[config.mk]
export PLATFORM = sky130hd
export DESIGN_NAME = load_store_unit
export DESIGN_NICKNAME = d
export VERILOG_FILES = /design/src/rtl/load_store_unit.sv
export SDC_FILE = /design/constraint.sdc
export NUM_CORES = 1
export LEC_CHECK = 0
export ABC_CLOCK_PERIOD_IN_PS = 2500
export BUFFER_PORTS_ARGS = -buffer_cell sky130_fd_sc_hd__clkbuf_2
export CAP_MARGIN = 20
export CELL_PAD_IN_SITES_DETAIL_PLACEMENT = 1
export CELL_PAD_IN_SITES_GLOBAL_PLACEMENT = 2
export CORE_MARGIN = 1
export CORE_UTILIZATION = 25
export CTS_BUF_LIST = sky130_fd_sc_hd__clkbuf_16
export DETAILED_ROUTE_END_ITERATION = 7
export PLACE_DENSITY = 0.72
export RECOVER_POWER = 25
export SYNTH_ARGS = -nofsm -noshare
export SYNTH_HDL_FRONTEND = slang
export SYNTH_SLANG_ARGS = --single-unit
[constraint.sdc]
create_clock -name clk -period 2.5 [get_ports clk]
set_input_delay 0.25 -clock clk [delete_from_list [all_inputs] [get_ports clk]]
set_output_delay 0.25 -clock clk [all_outputs]
set_load 0.03 [all_outputs]
[src/rtl/load_store_unit.sv]
// Load/store unit: turns one CPU byte/halfword/word access into a single
// word-aligned memory request with lane enables, an ack timeout and load extension.
//
// state | meaning
// IDLE  | waiting for req_valid; the request is registered on acceptance
// ISSUE | mem_req held high until mem_ack or until the timeout expires
// RESP  | one-cycle done pulse carrying err/rdata, then back to IDLE
module load_store_unit #(
  parameter int unsigned TIMEOUT = 16
) (
  input  logic        clk,
  input  logic        reset,
  input  logic        req_valid,
  input  logic        req_write,
  input  logic [1:0]  req_size,
  input  logic        req_signed,
  input  logic [31:0] req_addr,
  input  logic [31:0] req_wdata,
  output logic        busy,
  output logic        done,
  output logic        err,
  output logic [31:0] rdata,
  output logic        mem_req,
  output logic        mem_we,
  output logic [31:0] mem_addr,
  output logic [3:0]  mem_be,
  output logic [31:0] mem_wdata,
  input  logic        mem_ack,
  input  logic [31:0] mem_rdata
);

  localparam logic [1:0] S_IDLE  = 2'd0;
  localparam logic [1:0] S_ISSUE = 2'd1;
  localparam logic [1:0] S_RESP  = 2'd2;
  localparam logic [7:0] TO_LOAD = 8'(TIMEOUT - 1);

  logic [1:0]  state_q, state_d;
  logic [7:0]  cnt_q, cnt_d;
  logic        we_q, sgn_q, err_q;
  logic [1:0]  size_q;
  logic [31:0] addr_q, wdata_q, rdata_q;
  logic        req_legal;
  logic [3:0]  be;
  logic [31:0] wdata_rep;
  logic [7:0]  byte_lane;
  logic [15:0] half_lane;
  logic [31:0] load_ext;

  always_comb begin
    case (req_size)
      2'b00:   req_legal = 1'b1;
      2'b01:   req_legal = ~req_addr[0];
      2'b10:   req_legal = (req_addr[1:0] == 2'b00);
      default: req_legal = 1'b0;
    endcase
  end

  always_comb begin
    be        = 4'b0000;
    wdata_rep = 32'h0;
    case (size_q)
      2'b00: begin
        be        = 4'b0001 << addr_q[1:0];
        wdata_rep = {4{wdata_q[7:0]}};
      end
      2'b01: begin
        be        = addr_q[1] ? 4'b1100 : 4'b0011;
        wdata_rep = {2{wdata_q[15:0]}};
      end
      2'b10: begin
        be        = 4'b1111;
        wdata_rep = wdata_q;
      end
      default: ;
    endcase
  end

  always_comb begin
    case (addr_q[1:0])
      2'd0:    byte_lane = mem_rdata[7:0];
      2'd1:    byte_lane = mem_rdata[15:8];
      2'd2:    byte_lane = mem_rdata[23:16];
      default: byte_lane = mem_rdata[31:24];
    endcase
    half_lane = addr_q[1] ? mem_rdata[31:16] : mem_rdata[15:0];
    case (size_q)
      2'b00:   load_ext = {{24{sgn_q & byte_lane[7]}}, byte_lane};
      2'b01:   load_ext = {{16{sgn_q & half_lane[15]}}, half_lane};
      default: load_ext = mem_rdata;
    endcase
  end

  // Ack is tested before the terminal count, so an ack in the last allowed cycle still succeeds.
  always_comb begin
    state_d = state_q;
    cnt_d   = cnt_q;
    case (state_q)
      S_IDLE: begin
        if (req_valid) begin
          state_d = req_legal ? S_ISSUE : S_RESP;
          cnt_d   = TO_LOAD;
        end
      end
      S_ISSUE: begin
        if (mem_ack || cnt_q == 8'd0) state_d = S_RESP;
        else                          cnt_d   = cnt_q - 8'd1;
      end
      S_RESP:  state_d = S_IDLE;
      default: state_d = S_IDLE;
    endcase
  end

  always_ff @(posedge clk) begin
    if (reset) begin
      state_q <= S_IDLE;
      cnt_q   <= 8'd0;
      we_q    <= 1'b0;
      sgn_q   <= 1'b0;
      size_q  <= 2'b00;
      addr_q  <= 32'h0;
      wdata_q <= 32'h0;
      err_q   <= 1'b0;
      rdata_q <= 32'h0;
    end else begin
      state_q <= state_d;
      cnt_q   <= cnt_d;
      if (state_q == S_IDLE && req_valid) begin
        we_q    <= req_write;
        sgn_q   <= req_signed;
        size_q  <= req_size;
        addr_q  <= req_addr;
        wdata_q <= req_wdata;
        err_q   <= ~req_legal;
        rdata_q <= 32'h0;
      end else if (state_q == S_ISSUE) begin
        if (mem_ack) begin
          err_q   <= 1'b0;
          rdata_q <= we_q ? 32'h0 : load_ext;
        end else if (cnt_q == 8'd0) begin
          err_q   <= 1'b1;
          rdata_q <= 32'h0;
        end
      end
    end
  end

  assign busy      = (state_q != S_IDLE);
  assign done      = (state_q == S_RESP);
  assign err       = done & err_q;
  assign rdata     = rdata_q;
  assign mem_req   = (state_q == S_ISSUE);
  assign mem_we    = mem_req & we_q;
  assign mem_be    = mem_req ? be : 4'b0000;
  assign mem_addr  = {addr_q[31:2], 2'b00};
  assign mem_wdata = wdata_rep;

endmodule

==> results of run 1 <==
synthesized netlist by cell type (6+ instances only):
master and number:
buf_2 6, nand2_1 153, dfxtp_1 111, a32o_1 8, a21oi_1 85, a221o_1 16
clkbuf_1 34, nor3_1 7, nor2_1 15, a22o_1 11, buf_1 7, inv_1 18
buf_4 32, nand2b_1 13, nor2b_1 9, o21ai_0 14, o22ai_1 11, mux2i_1 20
a21o_1 10
kinds of logic (layout without fill, tap and decap cells):
group                    Yosys count  count (layout)  synth area share [%]
AND/OR/NAND/NOR                  221             221                 18.56
AO/OA/AOI/OAI                    186             186                 23.83
flip-flops                       111             111                 41.94
buffers and inverters             99             252                 9.705
multiplexers                      26              26                 5.266
adder cells (fa/ha/maj)            2               2                0.4722
other                              1               2               0.07077
XOR/XNOR                           1               1                0.1653
worst paths after layout:
path           startpoint  cells after the start          to
max             size_q[1]                      5   mem_be[3]
min          req_addr[21]                      3  addr_q[21]
max reg2reg     size_q[0]                      5   rdata[13]
min reg2reg    addr_q[22]                      2  addr_q[22]
final cells by class:
type	count	area, µm²	area share [%]
Clock buffer	9	225.2	3.418
Inverter	18	67.56	1.025
Multi-Input combinational cell	438	2574	39.05
Sequential cell	111	2223	33.74
Tap cell	270	337.8	5.126
Timing Repair Buffer	218	1084	16.44
Clock inverter	7	78.83	1.196
flip-flops by register name, indices dropped and copies added, names as in the netlist:
name	count
sgn_q	1
rdata	32
err_q	1
state_q	2
addr_q	32
wdata_q	32
cnt_q	8
we_q	1
size_q	2
worst max-delay path: cells and delay by family (launching register included):
kind	cells	cell delay (ns)
buffers and inverters	2	0.59
DFF	1	0.32
and+or+nand+nor	1	0.32
AOI/OAI and AO/OA	2	0.37
stage by stage:
stage	instances	setup WS (ns)	instance area [µm²]
4_1_cts	1071	0.2943	6656
2_1_floorplan	648	0.2954	5303
5_1_grt	1071	0.1440	6590
6_report	1071	0.2900	6590
3_5_place_dp	1055	0.3515	6352
3_3_place_gp	1054	0.3999	6341
per-layer routing:
| metal | track usage [%] | share of wire, % |
|---|---|---|
| met3 | 4.815 | 6.1 |
| met4 | 4.691 | 1.2 |
| met1 | 22.02 | 48 |
| met5 | 0 | 0 |
| met2 | 25.50 | 45 |
power breakdown:
part	internal, mW	total [mW]	leakage, nW	switching (mW)
clock network	0.794	1.52	0.146	0.723
logic	0.312	0.938	1.77	0.625
registers	1.87	1.94	0.908	0.0724
total	2.97	4.39	2.83	1.42
==> impl_metrics.env, run 1 <==
export IMPL_status="completed"
export IMPL_post_cts_setup_buffers=0
export IMPL_dieArea_um2=21780
export IMPL_synth_area_um2=5299
export IMPL_coreArea_um2=20490
export IMPL_crit_path_cell_trace="buf_4 > nor2b_1 > o21ai_0 > a21oi_1 > clkbuf_2"
export IMPL_power_mw=4.394
export IMPL_ys_flop_type="dfxtp_1"
export IMPL_grt_pass1_vias=5123
export IMPL_ir_drop_mv=0.3452
export IMPL_slew_headroom_pct=53.09
export IMPL_synth_top_area_share_pct=41.94
export IMPL_yosysSeqAreaShare_pct=41.94
export IMPL_startpoint_type="register"
export IMPL_fp_dieH_um=147.6
export IMPL_die_x_um=147.6
export IMPL_numCtsBuffers=9
export IMPL_fin_nets=902
export IMPL_worst_pin_slew_ns=0.7022
export IMPL_fin_skew_ns=0.009513
export IMPL_boundaryPins=209
export IMPL_layout_min_cycle_time_ns=2.210
export IMPL_grt_setup_unrepaired="no"
export IMPL_pwr_density_cell_nw_per_um2=666.7
export IMPL_utilization_pct=32.16
export IMPL_reg2reg_setup_slack_ns=0.33
export IMPL_post_cts_resized=0
export IMPL_path_class="register to primary output"
export IMPL_yosysWarnings=0
export IMPL_netlist_top_cells_area="dfxtp_1, nand2_1, a21oi_1, buf_4, mux2i_1"
export IMPL_cts_root_buf="clkbuf_16"
export IMPL_hold_slack_ns=0.1076
export IMPL_drive_gt1_share_pct=25.59
export IMPL_insertion_delay_ns=0.35
export IMPL_cts_buffer_depth=2
export IMPL_min_path_type="input pin to register"
export IMPL_ctsHoldBuffers=0
export IMPL_yosys_area_top_type="dfxtp_1"
export IMPL_path_clk_slew_ns=0.08
export IMPL_hpwl_um=13160
export IMPL_synthCells=647
export IMPL_cts_tree="yes"
export IMPL_drv_cap=0
export IMPL_area_delta_synth_final_pct=24.37
export IMPL_io_buffers=206
export IMPL_htreeDepth=3
export IMPL_synth_distinct_cells=53
export IMPL_synth_area_per_cell_um2=8.190
export IMPL_rows=52
export IMPL_fmax_ghz=0.4525
export IMPL_global_route_overflow_total=0
export IMPL_cpPeakStageDelay_ns=0.33
export IMPL_diodes=0
export IMPL_ant_nets=0
export IMPL_synth_edf_count=0
export IMPL_grt_max_degree=74
export IMPL_wl_um=18230
export IMPL_hold_viol=0
export IMPL_gp_congestion=0.7535
export IMPL_nFillCells=2543
export IMPL_final_cell_mix="nand2_1, clkbuf_2, dfxtp_1, a21oi_1, clkbuf_1"
export IMPL_worst_ep_arrival_time_ns=1.96
export IMPL_ys_ff_latch=111
export IMPL_antenna_found_initial=0
export IMPL_setup_violations=0
export IMPL_synthArstFlopShare_pct=0
export IMPL_drcViolationCount=0
export IMPL_clock_sinks=111
export IMPL_vias_per_cell=4.771
export IMPL_end_kind="primary output"
export IMPL_initial_core_util_pct=25.85
export IMPL_period_share_pct=88.40
export IMPL_drv_slew=0
export IMPL_drtPass1Iterations=6
export IMPL_p_leak_nw=2.828
export IMPL_cp_required_ns=2.25
export IMPL_crit_fanout=66
export IMPL_wl_per_cell_um=17.02
export IMPL_setup_tns_final_ns=0
export IMPL_grt_pass1_wl_um=27860
export IMPL_detail_route_iter0_violations=257
export IMPL_gr_usage_all_layers_pct=16.44
export IMPL_num_vias=5110
export IMPL_slowest_stage="buf_4"
(Power assumes the default switching activity.)
==> run 2, diff against run 1 <==
CORE_UTILIZATION = 27   (was 25)
PLACE_DENSITY = 0.77   (was 0.72)
==> impl_metrics.env, run 2 (synthesized netlist as in run 1, its figures left out) <==
export IMPL_drcViolationCount=0
export IMPL_final_cell_mix="clkbuf_2, nand2_1, dfxtp_1, a21oi_1, clkbuf_1"
export IMPL_cpPeakStageDelay_ns=0.64
export IMPL_slowest_stage="dfxtp_2"
export IMPL_grt_pass1_vias=5446
export IMPL_io_buffers=206
export IMPL_ant_nets=0
export IMPL_die_x_um=142.1
export IMPL_crit_fanout=24
export IMPL_worst_ep_arrival_time_ns=2.01
export IMPL_slew_headroom_pct=38.34
export IMPL_final_common_cell="clkbuf_2"
export IMPL_drive_gt1_share_pct=25.72
export IMPL_pwr_density_cell_nw_per_um2=662.8
export IMPL_nFillCells=2374
export IMPL_cts_root_buf="clkbuf_16"
export IMPL_global_route_overflow_total=0
export IMPL_pwr_share_clk_pct=33.4
export IMPL_startpoint_type="register"
export IMPL_hold_slack_ns=0.1093
export IMPL_p_sw_mw=1.468
export IMPL_min_path_type="input pin to register"
export IMPL_period_share_pct=90.57
export IMPL_initial_core_util_pct=27.95
export IMPL_gr_usage_all_layers_pct=18.75
export IMPL_hpwl_um=14090
export IMPL_end_kind="primary output"
export IMPL_ff2ff_path_depth=6
export IMPL_post_cts_resized=0
export IMPL_grt_setup_unrepaired="no"
export IMPL_ir_drop_mv=0.3380
export IMPL_drtPass1Iterations=5
export IMPL_gp_congestion=0.8938
export IMPL_grt_pass1_wl_um=29560
export IMPL_path_clk_slew_ns=0.08
export IMPL_regArea_um2=2223
export IMPL_fin_skew_ns=0.009289
export IMPL_clock_sinks=111
export IMPL_htreeDepth=3
export IMPL_rows=50
export IMPL_numCtsBuffers=9
export IMPL_path_class="register to primary output"
export IMPL_area_delta_synth_final_pct=23.94
export IMPL_drv_cap=0
export IMPL_num_vias=5262
export IMPL_setup_tns_final_ns=0
export IMPL_post_cts_setup_buffers=0
export IMPL_hold_viol=0
export IMPL_wl_per_cell_um=17.95
export IMPL_boundaryPins=209
export IMPL_p_seq_share_pct=44.9
export IMPL_cts_buffer_depth=2
export IMPL_multi_input_area_um2=2574
export IMPL_fmax_ghz=0.4417
export IMPL_drv_slew=0
export IMPL_cts_tree="yes"
export IMPL_worst_pin_slew_ns=0.9165
export IMPL_dieArea_um2=20190
export IMPL_status="completed"
export IMPL_vias_per_cell=4.959
export IMPL_layout_min_cycle_time_ns=2.264
export IMPL_detail_route_iter0_violations=242
export IMPL_internal_power_mw=2.885
export IMPL_fp_dieH_um=142.1
export IMPL_wl_um=19050
export IMPL_ctsHoldBuffers=0
export IMPL_comb_power_share_pct=21.7
export IMPL_crit_path_cell_trace="nor2b_1 > buf_4 > nand2_1 > o21ai_0 > clkbuf_2"
export IMPL_insertion_delay_ns=0.36
export IMPL_grt_max_degree=78
export IMPL_hold_depth=3
export IMPL_p_leak_nw=2.827
export IMPL_swShare_pct=33.72
export IMPL_coreArea_um2=18960
export IMPL_setup_violations=0
export IMPL_antenna_found_initial=0
export IMPL_fin_nets=902
export IMPL_cp_required_ns=2.25
export IMPL_diodes=0
==> run 2: cell types whose count changed in the layout (fill, tap and decap cells not counted), sizes merged <==
cell / delta
clkinvlp: -1
inv: +1
clkinv: +1
bufinv: -1
clkbuf: +1
buf: -1
==> run 2: through the flow <==
step / area (µm²) / utilization [%] / cells / worst slack [ns] / power, mW
6_report: 6568 / 34.65 / 1061 / 0.2358 / 4.353
5_1_grt: 6568 / 34.65 / 1061 / 0.01664 / 4.569
4_1_cts: 6634 / 35.00 / 1061 / 0.2205 / 4.420
3_5_place_dp: 6349 / 33.49 / 1045 / 0.3914 / 2.953
3_3_place_gp: 6349 / 33.49 / 1045 / 0.5003 / 2.923
2_1_floorplan: 5303 / - / 648 / 0.2954 / 2.640
==> run 2: worst paths after layout <==
check          startpoint            end  slack [ns]
max             size_q[1]  mem_wdata[30]        0.24
min reg2reg    addr_q[28]     addr_q[28]        0.46
max reg2reg      cnt_q[0]      rdata[30]        0.35
min          req_addr[13]     addr_q[13]        0.11
==> run 2: worst max-delay path, delay by kind of cell, from the launching register on <==
| kind | cells | cell delay, ns |
|---|---|---|
| buffers and inverters | 2 | 0.49 |
| DFF | 1 | 0.64 |
| and+or+nand+nor | 2 | 0.44 |
| AOI/OAI and AO/OA | 1 | 0.09 |
==> run 2: layout make-up <==
cell class | count | area share (%)
clock inverters | 7 | 0.9145
well taps | 260 | 4.953
multi-input cells | 438 | 39.19
clock buffers | 9 | 3.429
inverters | 18 | 1.029
repair buffers | 218 | 16.63
flip-flops and latches | 111 | 33.85
==> run 2: metal layers <==
layer | vias up | global-route usage (%) | part of all wire, %
met1 | 2555 | 24.38 | 45
met3 | 19 | 3.499 | 5.2
li1 | 2520 | - | -
met2 | 168 | 31.30 | 48
met5 | - | 0 | 0
met4 | 0 | 5.829 | 1.8
==> run 2: power groups by stage <==
stage / Combinational (mW) / Clock, mW / Sequential, mW
after floorplan: 0.675 / 0 / 1.96
after global placement: 0.935 / 0 / 1.99
after detailed placement: 0.959 / 0 / 1.99
after CTS: 0.963 / 1.50 / 1.95
after global routing: 1.03 / 1.57 / 1.97
final: 0.944 / 1.46 / 1.95
==> run 3, diff against run 2 <==
HOLD_SLACK_MARGIN = 0.12   (was not set)
==> impl_metrics.env, run 3 (synthesized netlist as in run 1, its figures left out) <==
export IMPL_worst_ep_arrival_time_ns=2.02
export IMPL_fin_skew_ns=0.007646
export IMPL_path_class="register to primary output"
export IMPL_initial_core_util_pct=27.95
export IMPL_critPathCapture="mem_wdata[30]"
export IMPL_wl_um=19630
export IMPL_die_x_um=142.1
export IMPL_grt_pass1_wl_um=30650
export IMPL_boundaryPins=209
export IMPL_min_delay_start="req_wdata[4]"
export IMPL_reg2reg_setup_slack_ns=0.35
export IMPL_ir_drop_mv=0.3407
export IMPL_post_cts_setup_buffers=0
export IMPL_insertion_delay_ns=0.36
export IMPL_grt_pass1_vias=5790
export IMPL_wl_per_cell_um=17.70
export IMPL_path_clk_slew_ns=0.08
export IMPL_num_vias=5460
export IMPL_setup_slack_ns=0.2282
export IMPL_place_worst_setup_slack_ns=0.3914
export IMPL_post_cts_resized=0
export IMPL_drv_cap=0
export IMPL_reg2reg_to="rdata[30]"
export IMPL_period_share_pct=90.87
export IMPL_crit_fanout=24
export IMPL_drcViolationCount=0
export IMPL_wl_met2_um=9574
export IMPL_diodes=0
export IMPL_drv_slew=0
export IMPL_cts_tree="yes"
export IMPL_p_leak_nw=3.028
export IMPL_final_cell_mix="clkbuf_2, nand2_1, dfxtp_1, a21oi_1, clkbuf_1"
export IMPL_nFillCells=2371
export IMPL_worst_pin_slew_ns=0.8831
export IMPL_detail_route_iter0_violations=299
export IMPL_reg2reg_from="cnt_q[0]"
export IMPL_setup_violations=0
export IMPL_dieArea_um2=20190
export IMPL_final_common_cell="clkbuf_2"
export IMPL_fp_dieH_um=142.1
export IMPL_gr_usage_all_layers_pct=19.43
export IMPL_cts_buffer_depth=2
export IMPL_startpoint_type="register"
export IMPL_grt_setup_unrepaired="no"
export IMPL_ff2ff_path_depth=6
export IMPL_min_path_type="input pin to register"
export IMPL_drtPass1Iterations=5
export IMPL_coreArea_um2=18960
export IMPL_grt_max_degree=78
export IMPL_gp_congestion=0.8938
export IMPL_area_delta_synth_final_pct=33.01
export IMPL_status="completed"
export IMPL_hold_viol=0
export IMPL_cp_required_ns=2.25
export IMPL_slew_headroom_pct=40.58
export IMPL_clock_sinks=111
export IMPL_hpwl_um=14090
export IMPL_layout_min_cycle_time_ns=2.272
export IMPL_drive_gt1_share_pct=24.26
export IMPL_vias_per_cell=4.923
export IMPL_fmax_ghz=0.4402
export IMPL_startpoint="size_q[1]"
export IMPL_fin_nets=950
export IMPL_pwr_density_cell_nw_per_um2=625.9
export IMPL_wl_met3_um=1008
export IMPL_htreeDepth=3
export IMPL_numCtsBuffers=9
export IMPL_cts_root_buf="clkbuf_16"
export IMPL_rows=50
export IMPL_highest_signal_layer="met4"
export IMPL_wl_met1_um=8700
export IMPL_global_route_overflow_total=0
export IMPL_end_kind="primary output"
export IMPL_ant_nets=0
export IMPL_io_buffers=206
export IMPL_antenna_found_initial=0
export IMPL_setup_tns_final_ns=0
==> run 3: changes by cell type in the layout (fill, tap and decap cells not counted), sizes merged <==
cell	delta
dlygate4sd3	+48
==> run 3: worst min path at each step <==
stage	end	cells past startpoint	slack, ns
global route	wdata_q[13]	3	0.13
finish	wdata_q[4]	3	0.12
floorplan	addr_q[10]	2	0.39
global placement	wdata_q[22]	2	0.44
CTS	sgn_q	3	0.12
detailed placement	wdata_q[22]	2	0.45
==> run 3: per-stage QoR <==
step / utilization (%) / instances / hold WS, ns / total power, mW / cell area (µm²)
floorplan: - / 648 / 0.3860 / 2.640 / 5303
global placement: 33.49 / 1045 / 0.4430 / 2.923 / 6349
detailed placement: 33.49 / 1045 / 0.4510 / 2.953 / 6349
CTS: 37.53 / 1109 / 0.1212 / 4.481 / 7114
global route: 37.18 / 1109 / 0.1274 / 4.631 / 7048
finish: 37.18 / 1109 / 0.1238 / 4.411 / 7048
==> run 3: layer usage <==
| metal | vias to the layer above | global-route usage, % |
|---|---|---|
| li1 | 2615 | - |
| met1 | 2667 | 24.43 |
| met2 | 155 | 33.57 |
| met3 | 23 | 3.499 |
| met4 | 0 | 5.999 |
| met5 | - | 0 |
==> run 3: final cells by class <==
class                      instances  area [µm²]  area share [%]
multi-input combinational        438        2574           36.52
clock buffer                       9       225.2           3.195
inverter                          18       67.56          0.9586
tap                              260       325.3           4.616
sequential                       111        2223           31.55
timing repair buffer             266        1573           22.31
clock inverter                     7       60.06          0.8521
==> run 3: critical path, stage by stage, from the launching register on <==
cell	delay, ns
dfxtp_2	0.64
nor2b_1	0.36
buf_4	0.25
nand2_1	0.08
o21ai_0	0.09
clkbuf_2	0.24
==> run 3: report_power, final <==
part	leakage, nW	internal [mW]	switching (mW)	total, mW
registers	0.908	1.87	0.0871	1.95
logic	1.98	0.365	0.643	1.01
clock network	0.143	0.701	0.748	1.45
total	3.03	2.93	1.48	4.41
==> run 3: repair_timing <==
action	CTS	global route
endpoints found under the setup margin	0	0
endpoints found under the hold margin	48	0
hold buffers	48	0
